## config.mk

```make
export PLATFORM = sky130hd
export DESIGN_NAME = chrono_core
export DESIGN_NICKNAME = d
export VERILOG_FILES = /design/src/rtl/chrono_core.sv
export SDC_FILE = /design/constraint.sdc
export NUM_CORES = 1
export LEC_CHECK = 0
export CORE_MARGIN = 4
export CORE_UTILIZATION = 53
export CTS_CLUSTER_SIZE = 8
export DETAILED_ROUTE_END_ITERATION = 6
export PLACE_DENSITY = 0.79
export SLEW_MARGIN = 20
export SYNTH_ARGS = -nofsm -noshare
export SYNTH_HDL_FRONTEND = slang
export SYNTH_SLANG_ARGS = --single-unit
```

## constraint.sdc

```tcl
create_clock -name clk -period 4.5 [get_ports clk]
set_input_delay 0.9 -clock clk [delete_from_list [all_inputs] [get_ports clk]]
set_output_delay 0.9 -clock clk [all_outputs]
set_load 0.05 [all_outputs]
```

## src/rtl/chrono_core.sv

```systemverilog
// chrono_core: BCD stopwatch with debounced push-buttons, active-low seven-segment digits and status LEDs.
// Define CHRONO_LAP_EN to build the lap-freeze state, snapshot register and btn_lap conditioning.

module chrono_core #(
  parameter int unsigned CLK_HZ          = 50_000_000,
  parameter int unsigned TICK_HZ         = 100,
  parameter int unsigned N_DIGITS        = 6,
  parameter int unsigned DEBOUNCE_CYCLES = 500_000
) (
  input  logic                  clk,
  input  logic                  rst,
  input  logic                  btn_start,
  input  logic                  btn_lap,
  input  logic                  btn_clear,
  output logic [7*N_DIGITS-1:0] seg,
  output logic [2:0]            leds
);

  localparam int unsigned PRESCALE = CLK_HZ / TICK_HZ;
  localparam int unsigned PSC_W    = (PRESCALE > 1) ? $clog2(PRESCALE) : 1;
  localparam int unsigned DB_W     = (DEBOUNCE_CYCLES > 1) ? $clog2(DEBOUNCE_CYCLES) : 1;

`ifdef CHRONO_LAP_EN
  localparam int unsigned N_BTN = 3;
`else
  localparam int unsigned N_BTN = 2;
`endif

  typedef enum logic [1:0] {
    S_IDLE,
    S_RUN,
    S_PAUSE,
    S_LAP
  } state_t;

  state_t                   state_q;
  state_t                   state_d;
  logic [N_BTN-1:0]         raw_c;
  logic [N_BTN-1:0]         sync1_q;
  logic [N_BTN-1:0]         sync2_q;
  logic [N_BTN-1:0]         level_q;
  logic [N_BTN-1:0]         level_d1_q;
  logic [N_BTN-1:0]         press_q;
  logic [N_BTN-1:0][DB_W-1:0] db_cnt_q;
  logic                     start_p;
  logic                     clear_p;
  logic                     running_c;
  logic                     lap_act_c;
  logic                     tick_c;
  logic                     all_max_c;
  logic [PSC_W-1:0]         psc_q;
  logic [N_DIGITS-1:0][3:0] cnt_q;
  logic [N_DIGITS-1:0][3:0] cnt_inc_c;
  logic [N_DIGITS-1:0][3:0] disp_c;
  logic                     ovf_q;

`ifdef CHRONO_LAP_EN
  logic                     lap_p;
  logic                     snap_take_c;
  logic [N_DIGITS-1:0][3:0] snap_q;

  assign raw_c = {btn_lap, btn_clear, btn_start};
  assign lap_p = press_q[2];
`else
  logic lap_unused;

  assign raw_c      = {btn_clear, btn_start};
  assign lap_unused = btn_lap;
`endif

  assign start_p = press_q[0];
  assign clear_p = press_q[1];

  // Per-button synchroniser, stability counter and registered rising-edge pulse
  always_ff @(posedge clk or posedge rst) begin
    if (rst) begin
      sync1_q    <= '0;
      sync2_q    <= '0;
      level_q    <= '0;
      level_d1_q <= '0;
      press_q    <= '0;
      db_cnt_q   <= '0;
    end else begin
      sync1_q    <= raw_c;
      sync2_q    <= sync1_q;
      level_d1_q <= level_q;
      press_q    <= level_q & ~level_d1_q;
      for (int b = 0; b < int'(N_BTN); b++) begin
        if (sync2_q[b] == level_q[b]) begin
          db_cnt_q[b] <= '0;
        end else if (db_cnt_q[b] == DB_W'(DEBOUNCE_CYCLES - 1)) begin
          level_q[b]  <= sync2_q[b];
          db_cnt_q[b] <= '0;
        end else begin
          db_cnt_q[b] <= db_cnt_q[b] + DB_W'(1);
        end
      end
    end
  end

  always_ff @(posedge clk or posedge rst) begin
    if (rst) begin
      state_q <= S_IDLE;
    end else begin
      state_q <= state_d;
    end
  end

  // Next state; clear outranks start, start outranks lap
  always_comb begin
    state_d = state_q;
`ifdef CHRONO_LAP_EN
    snap_take_c = 1'b0;
`endif
    if (clear_p) begin
      state_d = S_IDLE;
    end else if (start_p) begin
      case (state_q)
        S_RUN, S_LAP: state_d = S_PAUSE;
        default:      state_d = S_RUN;
      endcase
`ifdef CHRONO_LAP_EN
    end else if (lap_p) begin
      if (state_q == S_RUN) begin
        state_d     = S_LAP;
        snap_take_c = 1'b1;
      end else if (state_q == S_LAP) begin
        state_d = S_RUN;
      end
`endif
    end
  end

  assign running_c = (state_q == S_RUN) || (state_q == S_LAP);
  assign tick_c    = running_c && (psc_q == PSC_W'(PRESCALE - 1));

  function automatic logic [3:0] digit_max(input int idx);
    // Tens of seconds and tens of minutes roll over after 5
    return ((idx == 3) || (idx == 5)) ? 4'd5 : 4'd9;
  endfunction

  // Ripple-carry BCD increment; carry out of the top digit marks the all-maximum value
  always_comb begin
    logic carry;
    cnt_inc_c = cnt_q;
    carry     = 1'b1;
    for (int i = 0; i < int'(N_DIGITS); i++) begin
      if (carry) begin
        if (cnt_q[i] == digit_max(i)) begin
          cnt_inc_c[i] = 4'd0;
        end else begin
          cnt_inc_c[i] = cnt_q[i] + 4'd1;
          carry        = 1'b0;
        end
      end
    end
    all_max_c = carry;
  end

  // Prescaler holds outside RUN/LAP so a pause keeps the sub-tick fraction
  always_ff @(posedge clk or posedge rst) begin
    if (rst) begin
      psc_q <= '0;
      cnt_q <= '0;
      ovf_q <= 1'b0;
    end else if (clear_p) begin
      psc_q <= '0;
      cnt_q <= '0;
      ovf_q <= 1'b0;
    end else begin
      if (running_c) begin
        psc_q <= tick_c ? '0 : psc_q + PSC_W'(1);
      end
      if (tick_c) begin
        cnt_q <= cnt_inc_c;
        if (all_max_c) begin
          ovf_q <= 1'b1;
        end
      end
    end
  end

`ifdef CHRONO_LAP_EN
  always_ff @(posedge clk or posedge rst) begin
    if (rst) begin
      snap_q <= '0;
    end else if (snap_take_c) begin
      snap_q <= cnt_q;
    end
  end

  assign lap_act_c = (state_q == S_LAP);
  assign disp_c    = lap_act_c ? snap_q : cnt_q;
`else
  assign lap_act_c = 1'b0;
  assign disp_c    = cnt_q;
`endif

  function automatic logic [6:0] seg_decode(input logic [3:0] d);
    case (d)
      4'd0:    return 7'b1000000;
      4'd1:    return 7'b1111001;
      4'd2:    return 7'b0100100;
      4'd3:    return 7'b0110000;
      4'd4:    return 7'b0011001;
      4'd5:    return 7'b0010010;
      4'd6:    return 7'b0000010;
      4'd7:    return 7'b1111000;
      4'd8:    return 7'b0000000;
      4'd9:    return 7'b0010000;
      default: return 7'b1111111;
    endcase
  endfunction

  // Registered display and LED drivers
  always_ff @(posedge clk or posedge rst) begin
    if (rst) begin
      seg  <= {N_DIGITS{7'b1000000}};
      leds <= 3'b000;
    end else begin
      for (int i = 0; i < int'(N_DIGITS); i++) begin
        seg[7*i +: 7] <= seg_decode(disp_c[i]);
      end
      leds <= {ovf_q, lap_act_c, running_c};
    end
  end

endmodule

```

# == Yosys cells after proc, flatten, opt, wreduce, memory -nomap -nowiden ==
# Memory sizes are Yosys's and may differ from the RTL's. A register that Yosys moved wholly into a read port is not among the register bits.
# Cells that the tools add are included.
# totals
regBits,96
rom_bits,672
in_bits,5
output_inout_bits,45
wordCells,107
memories,6
# op_classes
n_addsub,9
eq_ne,13
n_mux,37
bitwise_logic,4
reduce_logical,20
# mem_list
name,words,word_bits,read_ports,rd_ports_with_merged_regs,wr,line_no,rtl
(name not given),16,7,1,1,0,200,case (d)
(name not given),16,7,1,1,0,200,
(name not given),16,7,1,1,0,200,
(name not given),16,7,1,1,0,200,
(name not given),16,7,1,1,0,200,
(name not given),16,7,1,1,0,200,
# op_table
cell,n
two-way mux 19 bit,7
"adder 19 x 1 -> 19 bit, second input constant",3
"== test 19 bit, second input constant",3
two-way mux 24 bit,2
two-way mux 4 bit,11
"adder 4 x 1 -> 4 bit, second input constant",6
nonzero test 2 bit,9
"== test 4 bit, second input constant",4
AND reduction 2 bit,8
two-way mux 1 bit,14
"== test 4 x 3 -> 1 bit, second input constant",2
two-way mux 2 bit,3
bitwise AND 2 bit,1
== test 1 bit,2
"== test 2 x 1 -> 1 bit, second input constant",1
"== test 2 bit, second input constant",1
inverter 1 bit,2
inverter 2 bit,1
OR reduction 2 bit,1
logical AND 1 bit,1
logical OR 1 bit,1

# == Longest topological paths before layout ==
# Gate-level depths: netlist (run 1).
# logic_depth
ltp_word,10
depth_mapped,7
depth_no_buf,6

# == Worst setup path before layout (run 1) ==
# Ideal clock, no wire load.
# synth_timing
path_kind,register -> register
startpoint,register db_cnt_q[11] (netlist bit)
endpoint,register db_cnt_q[10] (netlist bit)
setup_ps,119
arrival_time_ps,2006
setup_slack_ps,2376
path_stages_with_launch,6
path_buffers,1
synth_period_minus_slack_ps,2124
cell_sequence,dfrtp_1 > or4b_2 > or4_1 > o21ai_2 > buf_4 > nor2_1
# synth_between
elab_chain_cells,3
# synth_lines
item,line_no,rtl
start: declaration,44,logic [N_BTN-1:0][DB_W-1:0] db_cnt_q;
start signal: indexed assignment,95,db_cnt_q[b] <= db_cnt_q[b] + DB_W'(1);
== test 19 bit,91,end else if (db_cnt_q[b] == DB_W'(DEBOUNCE_CYCLES - 1)) begin
two-way mux 19 bit,91,
two-way mux 19 bit,89,if (sync2_q[b] == level_q[b]) begin
# Every way passes these cells.
# A chain may end at the register's enable or synchronous reset.

# == Worst setup path after layout (run 1) ==
# layout_timing
startpoint,register psc_q[14]
endpoint,register cnt_q[18] (netlist bit)
# layout_between
elab_chain_cells,4
# layout_lines
item,line_no,rtl
start: declaration,51,logic [PSC_W-1:0] psc_q;
start signal: assignment,172,psc_q <= tick_c ? '0 : psc_q + PSC_W'(1);
== test 19 bit,135,assign tick_c = running_c && (psc_q == PSC_W'(PRESCALE - 1));
logical AND 1 bit,135,
nonzero test 2 bit (no line),n/a,
AND reduction 2 bit (no line),n/a,
end signal: assignment,175,cnt_q <= cnt_inc_c;
end: declaration,52,logic [N_DIGITS-1:0][3:0] cnt_q;
# Every way passes these cells.

==> results of run 1 <==
==> final cells by class <==
type / instances / area share [%]
timing repair buffer: 49 / 6.08
inverter: 38 / 1.79
clock buffer: 26 / 6.46
sequential: 137 / 42.0
clock inverter: 6 / 1.33
multi-input combinational: 515 / 39.7
tap: 172 / 2.63
==> metrics by stage <==
stage / instance area, µm² / total power, mW
2_1_floorplan: 6950 / 1.30
3_3_place_gp: 7540 / 1.31
3_5_place_dp: 7540 / 1.31
4_1_cts: 8180 / 2.78
5_1_grt: 8190 / 2.85
6_report: 8190 / 2.76
==> cell usage after synthesis (all sizes together), types with 2 or more instances <==
cell,count
clkbuf,25
and4,4
or4,13
nor3,18
o211ai,3
nor2,87
xnor2,24
and3b,4
ha,33
or2,5
xor2,17
a311oi,5
a41o,4
and3,6
o31ai,12
and2,4
or3,10
nand4,23
nand3b,4
a31oi,6
inv,37
o41ai,2
dfrtp,131
nand2,53
dfstp,6
o21ai,37
nand3,28
nor4,12
nand2b,10
a41oi,2
mux2i,5
a211oi,2
buf,6
nor2b,7
mux2,6
or4b,6
nor4b,2
a21oi,50
==> metal layers <==
| metal | routed length [µm] | vias to the layer above | track usage [%] |
|---|---|---|---|
| met5 | 0 | - | 0 |
| met1 | 6140 | 2604 | 26.2 |
| met4 | 293 | 0 | 8.33 |
| li1 | - | 2622 | - |
| met2 | 7090 | 165 | 32.6 |
| met3 | 745 | 35 | 5.16 |
==> registers in the layout, indices dropped and copies added, names as in the netlist, 19 cells and up <==
signal and flops:
seg 42, db_cnt_q 38, cnt_q 24, psc_q 19
==> cells by family (layout without fill, tap and decap cells) <==
group	Yosys count	count (layout)	share of synthesized area [%]
buffers and inverters	69	119	3.91
muxes	11	11	1.69
and+or+nand+nor	299	299	22.5
adders and majority gates	33	33	5.94
DFF	137	137	49.4
xor gates and xnor gates	41	41	5.17
AOI/OAI and AO/OA	130	130	11.3
other	1	1	0.0540
==> power breakdown <==
part           switching (mW)  internal, mW
clock network           0.493         0.974
registers             0.00551          1.24
logic                  0.0357       0.00964
total                   0.534          2.22
==> worst paths after layout <==
kind                            start           to  slack [ps]  cells past startpoint
max                         psc_q[14]    cnt_q[18]        1720                      4
min                        sync1_q[0]   sync2_q[0]         350                      0
max reg2reg                 psc_q[14]    cnt_q[18]        1720                      4
min reg2reg                sync1_q[0]   sync2_q[0]         350                      0
max in group asynchronous         rst      seg[41]        2660                      3
min in group asynchronous         rst  db_cnt_q[4]         900                      2
==> worst max-delay path, stage by stage (launching register included) <==
cell and delay (ps):
sky130_fd_sc_hd__dfrtp_1 450, sky130_fd_sc_hd__or4bb_1 600, sky130_fd_sc_hd__nor4_2 980, sky130_fd_sc_hd__a41oi_1 220
sky130_fd_sc_hd__a2111oi_0 400
==> qor.log, run 1 <==
[worst_setup_path] data required time at the worst endpoint 4790 ps
[flow_run] number of violations of the max-capacitance limit 0
[route] detail-routed via count per cell 5.75
[route] Wirelength per Cell 15.1 µm
[synth] cell count after synthesis 721
[sta] Max-Slew Margin vs Limit 23.8%
[placed_design] PortBufs 47
[clock_network] clock transition at the register clock pins on the worst setup and hold paths after CTS 60 ps
[clock_network] clock tree from TritonCTS done
[floorplan] placement row count 41
[sta] Max Fclk 359 MHz
[synth] Top FF cell, synth sky130_fd_sc_hd__dfrtp_1
[route] first-pass detailed-route iteration total 5
[layout] number of fillers in the final layout 999
[sta] worst hold slack 345 ps
[layout] multi-input combinational cell area 0.00325 mm²
[sta] Worst Clk Skew 14.1 ps
[power_and_ir_drop] Power Dens Cells 337 mW/mm²
[route] number of vias after detailed routing 5426
[global_route] remaining global-route overflow 0
[floorplan] core region area 0.0127 mm²
[power_and_ir_drop] leakage component of the power 3.56 nW
[clock_network] Setup Buffers After CTS 0
[layout] Finished Layout Cells 943
[clock_network] post_cts resized 0
[worst_setup_path] crit end category register
[clock_network] level count of the clock H-tree 4
[global_route] number of antenna violations at the first check in global routing 0
[placed_design] gp weighted congestion 0.902
[sta] shortest period the worst path allows 2780 ps
[clock_network] count of hold-fix buffers inserted at cts 0
[synth] YS warnings 0
[route] Iter 0 DRT Violations 450
[sta] final-report max-slew violation count 0
[worst_setup_path] CP startpoint kind register
[synth] number of different library cells in the post-synthesis netlist 58
[worst_setup_path] data arrival time of the critical path 3080 ps
[synth] Syn Std Cell Area 0.00695 mm²
[worst_setup_path] top fanout value on the critical path 13
[route] detailed-route wire length 14300 µm
[sta] setup repair after global routing missed its margin false
[synth] EDFF count, synth 0
[global_route] number of global-route vias before repair 5209
[floorplan] number of ports placed on the die boundary 50
[worst_setup_path] category of the most critical setup path register to register
[synth] number of synthesized register bits 137
[global_route] maximum number of pins on one net before global-route repair 110
[placed_design] pre-CTS setup slack 1690 ps
[sta] transition time of the tightest slew-check pin 1130 ps
[clock_network] largest buffer count on any clock path 2
[route] residual antenna-violating net count after detailed routing 0
[synth] mean area per synthesized cell 9.64 µm²
[clock_network] cts bufs inserted 17
[route] total DRC errors in the routed layout 0
[hold_path] type of the worst min-delay path register to register
[layout] area delta synth->final 17.8%
[clock_network] clock root buffer sky130_fd_sc_hd__clkbuf_16
[sta] crit path setup slack, layout 1720 ps
[layout] sequential cell area in the final layout 0.00344 mm²
[status] status completed
[floorplan] width of the chip 123 µm
[sta] number of endpoints with negative hold slack in the final report 0
[layout] leading cell types in the layout, fill and taps excluded sky130_fd_sc_hd__dfrtp_1, sky130_fd_sc_hd__nor2_1, sky130_fd_sc_hd__nand2_1, sky130_fd_sc_hd__a21oi_1, sky130_fd_sc_hd__clkdlybuf4s50_1
[power_and_ir_drop] peak supply drop 0.292 mV
[clock_network] clock sinks 137
[synth] area share of the largest cell type after synthesis 47.2%
[synth] post-synthesis cell type with the largest combined area sky130_fd_sc_hd__dfrtp_1
[sta] share of the cycle needed by the critical path after routing 61.8%
[synth] sequential-to-total area share from yosys stat 49.4%
[layout] total inserted antenna cells 0
[global_route] aggregate global-route resource usage 20.2%
[layout] fraction of final layout cells sized beyond drive strength 1 7.78%
[synth] share of synthesized flip-flops with an asynchronous set or reset 100%
[placed_design] detailed placement HPWL 9420 µm
[clock_network] clock network latency to the later pin of the worst-skew pair 420 ps
[synth] net count of the mapped netlist 759
[sta] total negative slack 0 ps
[floorplan] initial core utilization 54.6%
[layout] number of nets in the layout 796
[floorplan] die boundary height 123 µm
[layout] most common cell after layout, fill and taps aside sky130_fd_sc_hd__dfrtp_1
[layout] utilization of the core after routing 64.4%
[floorplan] die footprint 0.0150 mm²
[sta] count of endpoints failing setup in the final report 0
[placed_design] cell total after placement 911
[synth] top post-synthesis cells by area sky130_fd_sc_hd__dfrtp_1, sky130_fd_sc_hd__ha_1, sky130_fd_sc_hd__nor2_1
[global_route] first-pass GRT wire length 24300 µm
Note: power is estimated with default switching activity, not from simulation.
==> run 2: changes to the inputs <==
--- a/config.mk
+++ b/config.mk
@@ -6,10 +6,10 @@
 export NUM_CORES = 1
 export LEC_CHECK = 0
 export CORE_MARGIN = 4
-export CORE_UTILIZATION = 53
+export CORE_UTILIZATION = 59
 export CTS_CLUSTER_SIZE = 8
 export DETAILED_ROUTE_END_ITERATION = 6
-export PLACE_DENSITY = 0.79
+export PLACE_DENSITY = 0.83
 export SLEW_MARGIN = 20
 export SYNTH_ARGS = -nofsm -noshare
 export SYNTH_HDL_FRONTEND = slang
==> constraint.sdc (replaced) <==
create_clock -name clk -period 2.9 [get_ports clk]
set_input_delay 0.58 -clock clk [delete_from_list [all_inputs] [get_ports clk]]
set_output_delay 0.58 -clock clk [all_outputs]
set_load 0.05 [all_outputs]
==> run 2 against run 1 <==
Worst hold slack better by 3.7 ps. Final area hardly changed. Utilization is 7.0 points higher. Clock skew is 7.0 ps lower. Setup slack worse by 1200 ps. Non-clock buffer count is 9 higher. Fmax is 16% higher. Total power is 51% higher. Sequential cell count stayed put. Critical path type unchanged.
==> qor.log, run 2 (synthesis results as in run 1) <==
[layout] final non-filler cell area 0.00819 mm² [about the same]
[worst_setup_path] critical path's largest stage delay 580 ps [was 980 ps]
[route] number of vias after detailed routing 5515 [was 5426]
[sta] Max-Slew Margin vs Limit 51.2% [was 23.8%]
[route] Iter 0 DRT Violations 392 [was 450]
[layout] leading cell types in the layout, fill and taps excluded sky130_fd_sc_hd__dfrtp_1, sky130_fd_sc_hd__nor2_1, sky130_fd_sc_hd__nand2_1, sky130_fd_sc_hd__a21oi_1, sky130_fd_sc_hd__clkdlybuf4s50_1 [unchanged]
[layout] total inserted antenna cells 0 [unchanged]
[clock_network] post_cts resized 0 [unchanged]
[global_route] first-pass GRT wire length 24500 µm [was 24300 µm]
[route] residual antenna-violating net count after detailed routing 0 [unchanged]
[clock_network] clock sinks 137 [unchanged]
[layout] number of fillers in the final layout 822 [was 999]
[worst_setup_path] CP Cell Sequence or4b_4 > or3_4 > nor3_1 > mux2_2 [was or4bb_1 > nor4_2 > a41oi_1 > a2111oi_0]
[global_route] most used routing layer in global routing met2 [unchanged]
[global_route] aggregate global-route resource usage 22.4% [was 20.2%]
[route] detailed-route wire length 14000 µm [was 14300 µm]
[sta] Max Fclk 416 MHz [was 359 MHz]
[clock_network] cts bufs inserted 17 [unchanged]
[placed_design] detailed placement HPWL 9560 µm [was 9420 µm]
[clock_network] largest buffer count on any clock path 2 [unchanged]
[sta] final-report max-slew violation count 0 [unchanged]
[sta] Worst Clk Skew 7.13 ps [was 14.1 ps]
[worst_setup_path] crit end category register [unchanged]
[sta] total negative slack 0 ps [unchanged]
[power_and_ir_drop] Power Dens Cells 507 mW/mm² [was 337 mW/mm²]
[worst_setup_path] data arrival time of the critical path 2700 ps [was 3080 ps]
[status] status completed [unchanged]
[global_route] met1 Usage GRT 29.0% [was 26.2%]
[clock_network] clock tree from TritonCTS done [unchanged]
[worst_setup_path] worst-case register-to-register setup slack 500 ps [was 1720 ps]
[layout] largest registers seg: 42 flops, db_cnt_q: 38 flops, cnt_q: 24 flops [unchanged]
[clock_network] clock transition at the register clock pins on the worst setup and hold paths after CTS 60 ps [about the same]
[layout] fraction of final layout cells sized beyond drive strength 1 8.60% [was 7.78%]
[floorplan] die footprint 0.0136 mm² [was 0.0150 mm²]
[worst_setup_path] category of the most critical setup path register to register [unchanged]
[clock_network] count of hold-fix buffers inserted at cts 0 [unchanged]
[power_and_ir_drop] Final Total Pwr 4.15 mW [was 2.76 mW]
[sta] number of endpoints with negative hold slack in the final report 0 [unchanged]
[sta] transition time of the tightest slew-check pin 730 ps [was 1130 ps]
[floorplan] initial core utilization 60.6% [was 54.6%]
[floorplan] die boundary height 117 µm [was 123 µm]
[floorplan] width of the chip 117 µm [was 123 µm]
[placed_design] area of placed instances 0.00759 mm² [was 0.00754 mm²]
[clock_network] level count of the clock H-tree 4 [unchanged]
[clock_network] clock root buffer sky130_fd_sc_hd__clkbuf_16 [unchanged]
[placed_design] gp weighted congestion 0.873 [was 0.902]
[placed_design] PortBufs 47 [unchanged]
[global_route] number of antenna violations at the first check in global routing 0 [unchanged]
[layout] register ranked first by flip-flop count seg [unchanged]
[flow_run] number of violations of the max-capacitance limit 0 [unchanged]
[global_route] met2 track demand over resource 37.0% [was 32.6%]
[layout] number of flip-flops under the largest register name 42 [unchanged]
[sta] setup repair after global routing missed its margin false [unchanged]
[power_and_ir_drop] peak supply drop 0.421 mV [was 0.292 mV]
[worst_setup_path] Worst Path Buf+Inv 0 [unchanged]
[global_route] number of global-route vias before repair 5284 [was 5209]
[route] total DRC errors in the routed layout 0 [unchanged]
[sta] count of endpoints failing setup in the final report 0 [unchanged]
[floorplan] core region area 0.0115 mm² [was 0.0127 mm²]
[sta] shortest period the worst path allows 2400 ps [was 2780 ps]
[global_route] routing usage on met3 4.82% [was 5.16%]
[route] first-pass detailed-route iteration total 5 [unchanged]
[worst_setup_path] cell type group with the largest total delay on the critical path simple AND/OR/NAND/NOR gates [unchanged]
[global_route] maximum number of pins on one net before global-route repair 40 [was 110]
[sta] share of the cycle needed by the critical path after routing 82.8% [was 61.8%]
[clock_network] clock network latency to the later pin of the worst-skew pair 420 ps [about the same]
[power_and_ir_drop] leakage component of the power 3.57 nW [was 3.56 nW]
[layout] area delta synth->final 17.8% [about the same]
[worst_setup_path] data required time at the worst endpoint 3200 ps [was 4790 ps]
[clock_network] Setup Buffers After CTS 0 [unchanged]
[layout] number of nets in the layout 805 [was 796]
[route] detail-routed via count per cell 5.98 [was 5.75]
[hold_path] type of the worst min-delay path register to register [unchanged]
[layout] most common cell after layout, fill and taps aside sky130_fd_sc_hd__dfrtp_1 [unchanged]
[worst_setup_path] critical path's slowest cell sky130_fd_sc_hd__or4b_4 [was sky130_fd_sc_hd__nor4_2]
[floorplan] number of ports placed on the die boundary 50 [unchanged]
[route] Wirelength per Cell 15.2 µm [was 15.1 µm]
[floorplan] placement row count 39 [was 41]
[worst_setup_path] CP startpoint kind register [unchanged]
[global_route] remaining global-route overflow 0 [unchanged]
[worst_setup_path] top fanout value on the critical path 14 [was 13]
==> run 2: final timing paths <==
path	from	endpoint	depth (start not counted)
max	psc_q[12]	cnt_q[4]	4
min	sync1_q[0]	sync2_q[0]	0
max reg2reg	psc_q[12]	cnt_q[4]	4
min reg2reg	sync1_q[0]	sync2_q[0]	0
max in group asynchronous	rst	seg[27]	3
min in group asynchronous	rst	db_cnt_q[2]	2
==> run 2: cell type report <==
| class | instances | area [µm²] | share of cell area (%) |
|---|---|---|---|
| Sequential cell | 137 | 3440 | 42.0 |
| Clock buffer | 24 | 502 | 6.13 |
| Timing Repair Buffer | 58 | 591 | 7.21 |
| Clock inverter | 7 | 90.1 | 1.10 |
| Tap cell | 143 | 179 | 2.19 |
| Inverter | 38 | 146 | 1.79 |
| Multi-Input combinational cell | 515 | 3240 | 39.6 |
==> run 2: worst reg2reg max path, cell delays in order (launching register included) <==
cell	delay [ps]
sky130_fd_sc_hd__dfrtp_1	440
sky130_fd_sc_hd__or4b_4	590
sky130_fd_sc_hd__or3_4	460
sky130_fd_sc_hd__nor3_1	400
sky130_fd_sc_hd__mux2_2	390
==> run 2: stage by stage <==
stage | hold slack [ps] | setup WS, ps | std cells | utilization [%]
after global routing | 363 | 309 | 922 | 71.4
after floorplan | 331 | 618 | 721 | -
after global placement | 334 | 584 | 891 | 66.2
after CTS | 354 | 499 | 922 | 71.4
after detailed placement | 341 | 535 | 891 | 66.2
final | 349 | 499 | 922 | 71.4
==> run 2: where the power goes <==
part,internal [mW],total (mW),switching [mW]
combinational,0.0220,0.0798,0.0578
clock,1.37,2.14,0.769
sequential,1.92,1.93,0.00921
total,3.31,4.15,0.836
==> run 2: metal layers <==
layer / wire length, µm / vias to the layer above
li1: - / 2636
met1: 5930 / 2667
met2: 7120 / 187
met3: 724 / 25
met4: 253 / 0
met5: 0 / -
==> run 3: changes to the inputs <==
--- a/config.mk
+++ b/config.mk
@@ -6,10 +6,10 @@
 export NUM_CORES = 1
 export LEC_CHECK = 0
 export CORE_MARGIN = 4
-export CORE_UTILIZATION = 59
+export CORE_UTILIZATION = 53
 export CTS_CLUSTER_SIZE = 8
 export DETAILED_ROUTE_END_ITERATION = 6
-export PLACE_DENSITY = 0.83
+export PLACE_DENSITY = 0.79
 export SLEW_MARGIN = 20
 export SYNTH_ARGS = -nofsm -noshare
 export SYNTH_HDL_FRONTEND = slang
==> constraint.sdc (replaced) <==
create_clock -name clk -period 2 [get_ports clk]
set_input_delay 0.4 -clock clk [delete_from_list [all_inputs] [get_ports clk]]
set_output_delay 0.4 -clock clk [all_outputs]
set_load 0.05 [all_outputs]
==> run 3 against run 2 <==
The flow now finishes with violations (setup timing). Sequential cell count stayed put. Register-to-register slack lost 540 ps. Critical path depth is 1 higher. Utilization fell by 0.62 points. Global-route usage shrank 0.97 points. Non-clock buffer count up 71. Largest power group unchanged.
==> qor.log, run 3 (synthesis results as in run 1) <==
[status] status finished, violations left [was completed]
[status] failing checks setup timing
[floorplan] number of ports placed on the die boundary 50 [unchanged]
[route] first-pass detailed-route iteration total 5 [unchanged]
[power_and_ir_drop] Power Dens Cells 686 mW/mm² [was 507 mW/mm²]
[global_route] met1 Usage GRT 25.9% [was 29.0%]
[layout] register ranked first by flip-flop count seg [unchanged]
[floorplan] die boundary height 123 µm [was 117 µm]
[sta] Max-Slew Margin vs Limit 65.3% [was 51.2%]
[layout] total inserted antenna cells 0 [unchanged]
[worst_setup_path] data arrival time of the critical path 2390 ps [was 2700 ps]
[worst_setup_path] critical path's slowest cell sky130_fd_sc_hd__or4b_4 [unchanged]
[placed_design] PortBufs 47 [unchanged]
[global_route] maximum number of pins on one net before global-route repair 62 [was 40]
[route] detailed-route wire length 15700 µm [was 14000 µm]
[clock_network] clock root buffer sky130_fd_sc_hd__clkbuf_16 [unchanged]
[clock_network] clock transition at the register clock pins on the worst setup and hold paths after CTS 60 ps [about the same]
[worst_setup_path] CP startpoint kind register [unchanged]
[worst_setup_path] critical path's largest stage delay 550 ps [was 580 ps]
[floorplan] placement row count 41 [was 39]
[global_route] aggregate global-route resource usage 21.4% [was 22.4%]
[power_and_ir_drop] leakage component of the power 4.00 nW [was 3.57 nW]
[route] detail-routed via count per cell 5.71 [was 5.98]
[clock_network] level count of the clock H-tree 4 [unchanged]
[route] residual antenna-violating net count after detailed routing 0 [unchanged]
[layout] most common cell after layout, fill and taps aside sky130_fd_sc_hd__dfrtp_1 [unchanged]
[flow_run] number of violations of the max-capacitance limit 0 [unchanged]
[clock_network] clock network latency to the later pin of the worst-skew pair 420 ps [about the same]
[sta] setup repair after global routing missed its margin true [was false]
[sta] Max Fclk 490 MHz [was 416 MHz]
[global_route] number of global-route vias before repair 5739 [was 5284]
[global_route] met2 track demand over resource 37.1% [was 37.0%]
[clock_network] largest buffer count on any clock path 2 [unchanged]
[global_route] first-pass GRT wire length 25800 µm [was 24500 µm]
[placed_design] pre-CTS setup slack -67.7 ps [was 535 ps]
[clock_network] clock tree from TritonCTS done [unchanged]
[sta] Worst Clk Skew 7.79 ps [was 7.13 ps]
[layout] number of flip-flops under the largest register name 42 [unchanged]
[floorplan] width of the chip 123 µm [was 117 µm]
[clock_network] cts bufs inserted 17 [unchanged]
[route] Wirelength per Cell 15.4 µm [was 15.2 µm]
[floorplan] initial core utilization 54.6% [was 60.6%]
[worst_setup_path] CP Cell Sequence or4b_4 > or3_4 > buf_6 > or3_4 > a21oi_2 [was or4b_4 > or3_4 > nor3_1 > mux2_2]
[sta] number of endpoints with negative hold slack in the final report 0 [unchanged]
[layout] number of nets in the layout 876 [was 805]
[worst_setup_path] top fanout value on the critical path 6 [was 14]
[sta] shortest period the worst path allows 2040 ps [was 2400 ps]
[layout] area delta synth->final 29.5% [was 17.8%]
[layout] leading cell types in the layout, fill and taps excluded sky130_fd_sc_hd__dfrtp_1, sky130_fd_sc_hd__nor2_1, sky130_fd_sc_hd__buf_4, sky130_fd_sc_hd__nand2_1, sky130_fd_sc_hd__a21oi_1 [was sky130_fd_sc_hd__dfrtp_1, sky130_fd_sc_hd__nor2_1, sky130_fd_sc_hd__nand2_1, sky130_fd_sc_hd__a21oi_1, sky130_fd_sc_hd__clkdlybuf4s50_1]
[sta] share of the cycle needed by the critical path after routing 102% [was 82.8%]
[route] total DRC errors in the routed layout 0 [unchanged]
[global_route] remaining global-route overflow 0 [unchanged]
[power_and_ir_drop] peak supply drop 0.521 mV [was 0.421 mV]
[sta] transition time of the tightest slew-check pin 520 ps [was 730 ps]
[placed_design] gp weighted congestion 0.873 [about the same]
[power_and_ir_drop] Final Total Pwr 6.18 mW [was 4.15 mW]
[worst_setup_path] data required time at the worst endpoint 2350 ps [was 3200 ps]
[worst_setup_path] crit end category register [unchanged]
[worst_setup_path] most frequent cell on the critical path sky130_fd_sc_hd__or3_4
[route] Iter 0 DRT Violations 502 [was 392]
[worst_setup_path] category of the most critical setup path register to register [unchanged]
[floorplan] core region area 0.0127 mm² [was 0.0115 mm²]
[placed_design] detailed placement HPWL 10400 µm [was 9560 µm]
[clock_network] clock sinks 137 [unchanged]
[sta] crit path setup slack, layout -41.6 ps [was 499 ps]
[global_route] routing usage on met3 4.19% [was 4.82%]
[floorplan] die footprint 0.0150 mm² [was 0.0136 mm²]
[sta] final-report max-slew violation count 0 [unchanged]
[global_route] most used routing layer in global routing met2 [unchanged]
[layout] fraction of final layout cells sized beyond drive strength 1 21.3% [was 8.60%]
[sta] count of endpoints failing setup in the final report 35 [was 0]
[global_route] number of antenna violations at the first check in global routing 0 [unchanged]
[route] number of vias after detailed routing 5844 [was 5515]
[layout] largest registers seg: 42 flops, db_cnt_q: 38 flops, cnt_q: 24 flops [unchanged]
[hold_path] type of the worst min-delay path register to register [unchanged]
## run 3: cell types whose count changed in the layout (fill, tap and decap cells not counted), moves of 5 or more
cell	change
sky130_fd_sc_hd__a21oi_2	+5
sky130_fd_sc_hd__a21oi_1	-5
sky130_fd_sc_hd__clkdlybuf4s50_1	-8
sky130_fd_sc_hd__or4_4	+5
sky130_fd_sc_hd__nor2_1	-7
sky130_fd_sc_hd__buf_4	+72
sky130_fd_sc_hd__or4_1	-5
## run 3: power by group
group          switching, mW  total, mW  internal, mW  leakage, nW
Combinational         0.0880      0.124        0.0356         1.83
Clock                   1.12       3.25          2.13        0.293
Sequential            0.0132       2.80          2.79         1.88
## run 3: metal layers
| metal | vias to the layer above | share of wire [%] |
|---|---|---|
| met5 | - | 0 |
| met4 | 0 | 2.7 |
| li1 | 2780 | - |
| met2 | 173 | 51 |
| met1 | 2849 | 42 |
| met3 | 42 | 4.3 |
## run 3: per-stage QoR
stage | utilization (%) | cells | area, µm² | hold slack (ps) | setup TNS [ps]
4_1_cts | 69.4 | 1019 | 8830 | 348 | -111
3_3_place_gp | 63.9 | 984 | 8130 | 335 | -58.4
2_1_floorplan | - | 721 | 7000 | 331 | -13810
3_5_place_dp | 63.9 | 984 | 8130 | 335 | -429
5_1_grt | 70.8 | 1023 | 9000 | 361 | -2360
6_report | 70.8 | 1023 | 9000 | 346 | -583
## run 3: cell type report
class                           count  area [µm²]
Multi-Input combinational cell    515        3460
Timing Repair Buffer              129        1120
Inverter                           38         150
Tap cell                          172         215
Fill cell                         908        3720
Clock inverter                      6         113
Clock buffer                       26         509
Sequential cell                   137        3440
## run 3: worst paths after layout
kind / startpoint / to / slack (ps) / cells after the start
hold / removal: sync1_q[1] / sync2_q[1] / 350 / 0
setup reg to reg: psc_q[10] / cnt_q[8] / -40 / 5
hold reg to reg: sync1_q[1] / sync2_q[1] / 350 / 0
setup / recovery: psc_q[10] / cnt_q[8] / -40 / 5
min in group asynchronous: rst / db_cnt_q[2] / 440 / 3
max in group asynchronous: rst / seg[13] / 1220 / 3
## run 3: critical path: cells and delay by family, from the launching register on
kind,cells,cell delay [ps]
buffers and inverters,1,160
AND/OR/NAND/NOR,3,1320
flip-flops,1,380
AO/OA/AOI/OAI,1,120
## run 3: repair_timing
item | in CTS | in global routing
hold buffers | 0 | 0
gates resized for setup | 17 | 34
endpoints found under the setup margin | 41 | 53
setup buffers | 3 | 3
cloned | 0 | 1
pin swaps | 6 | 9
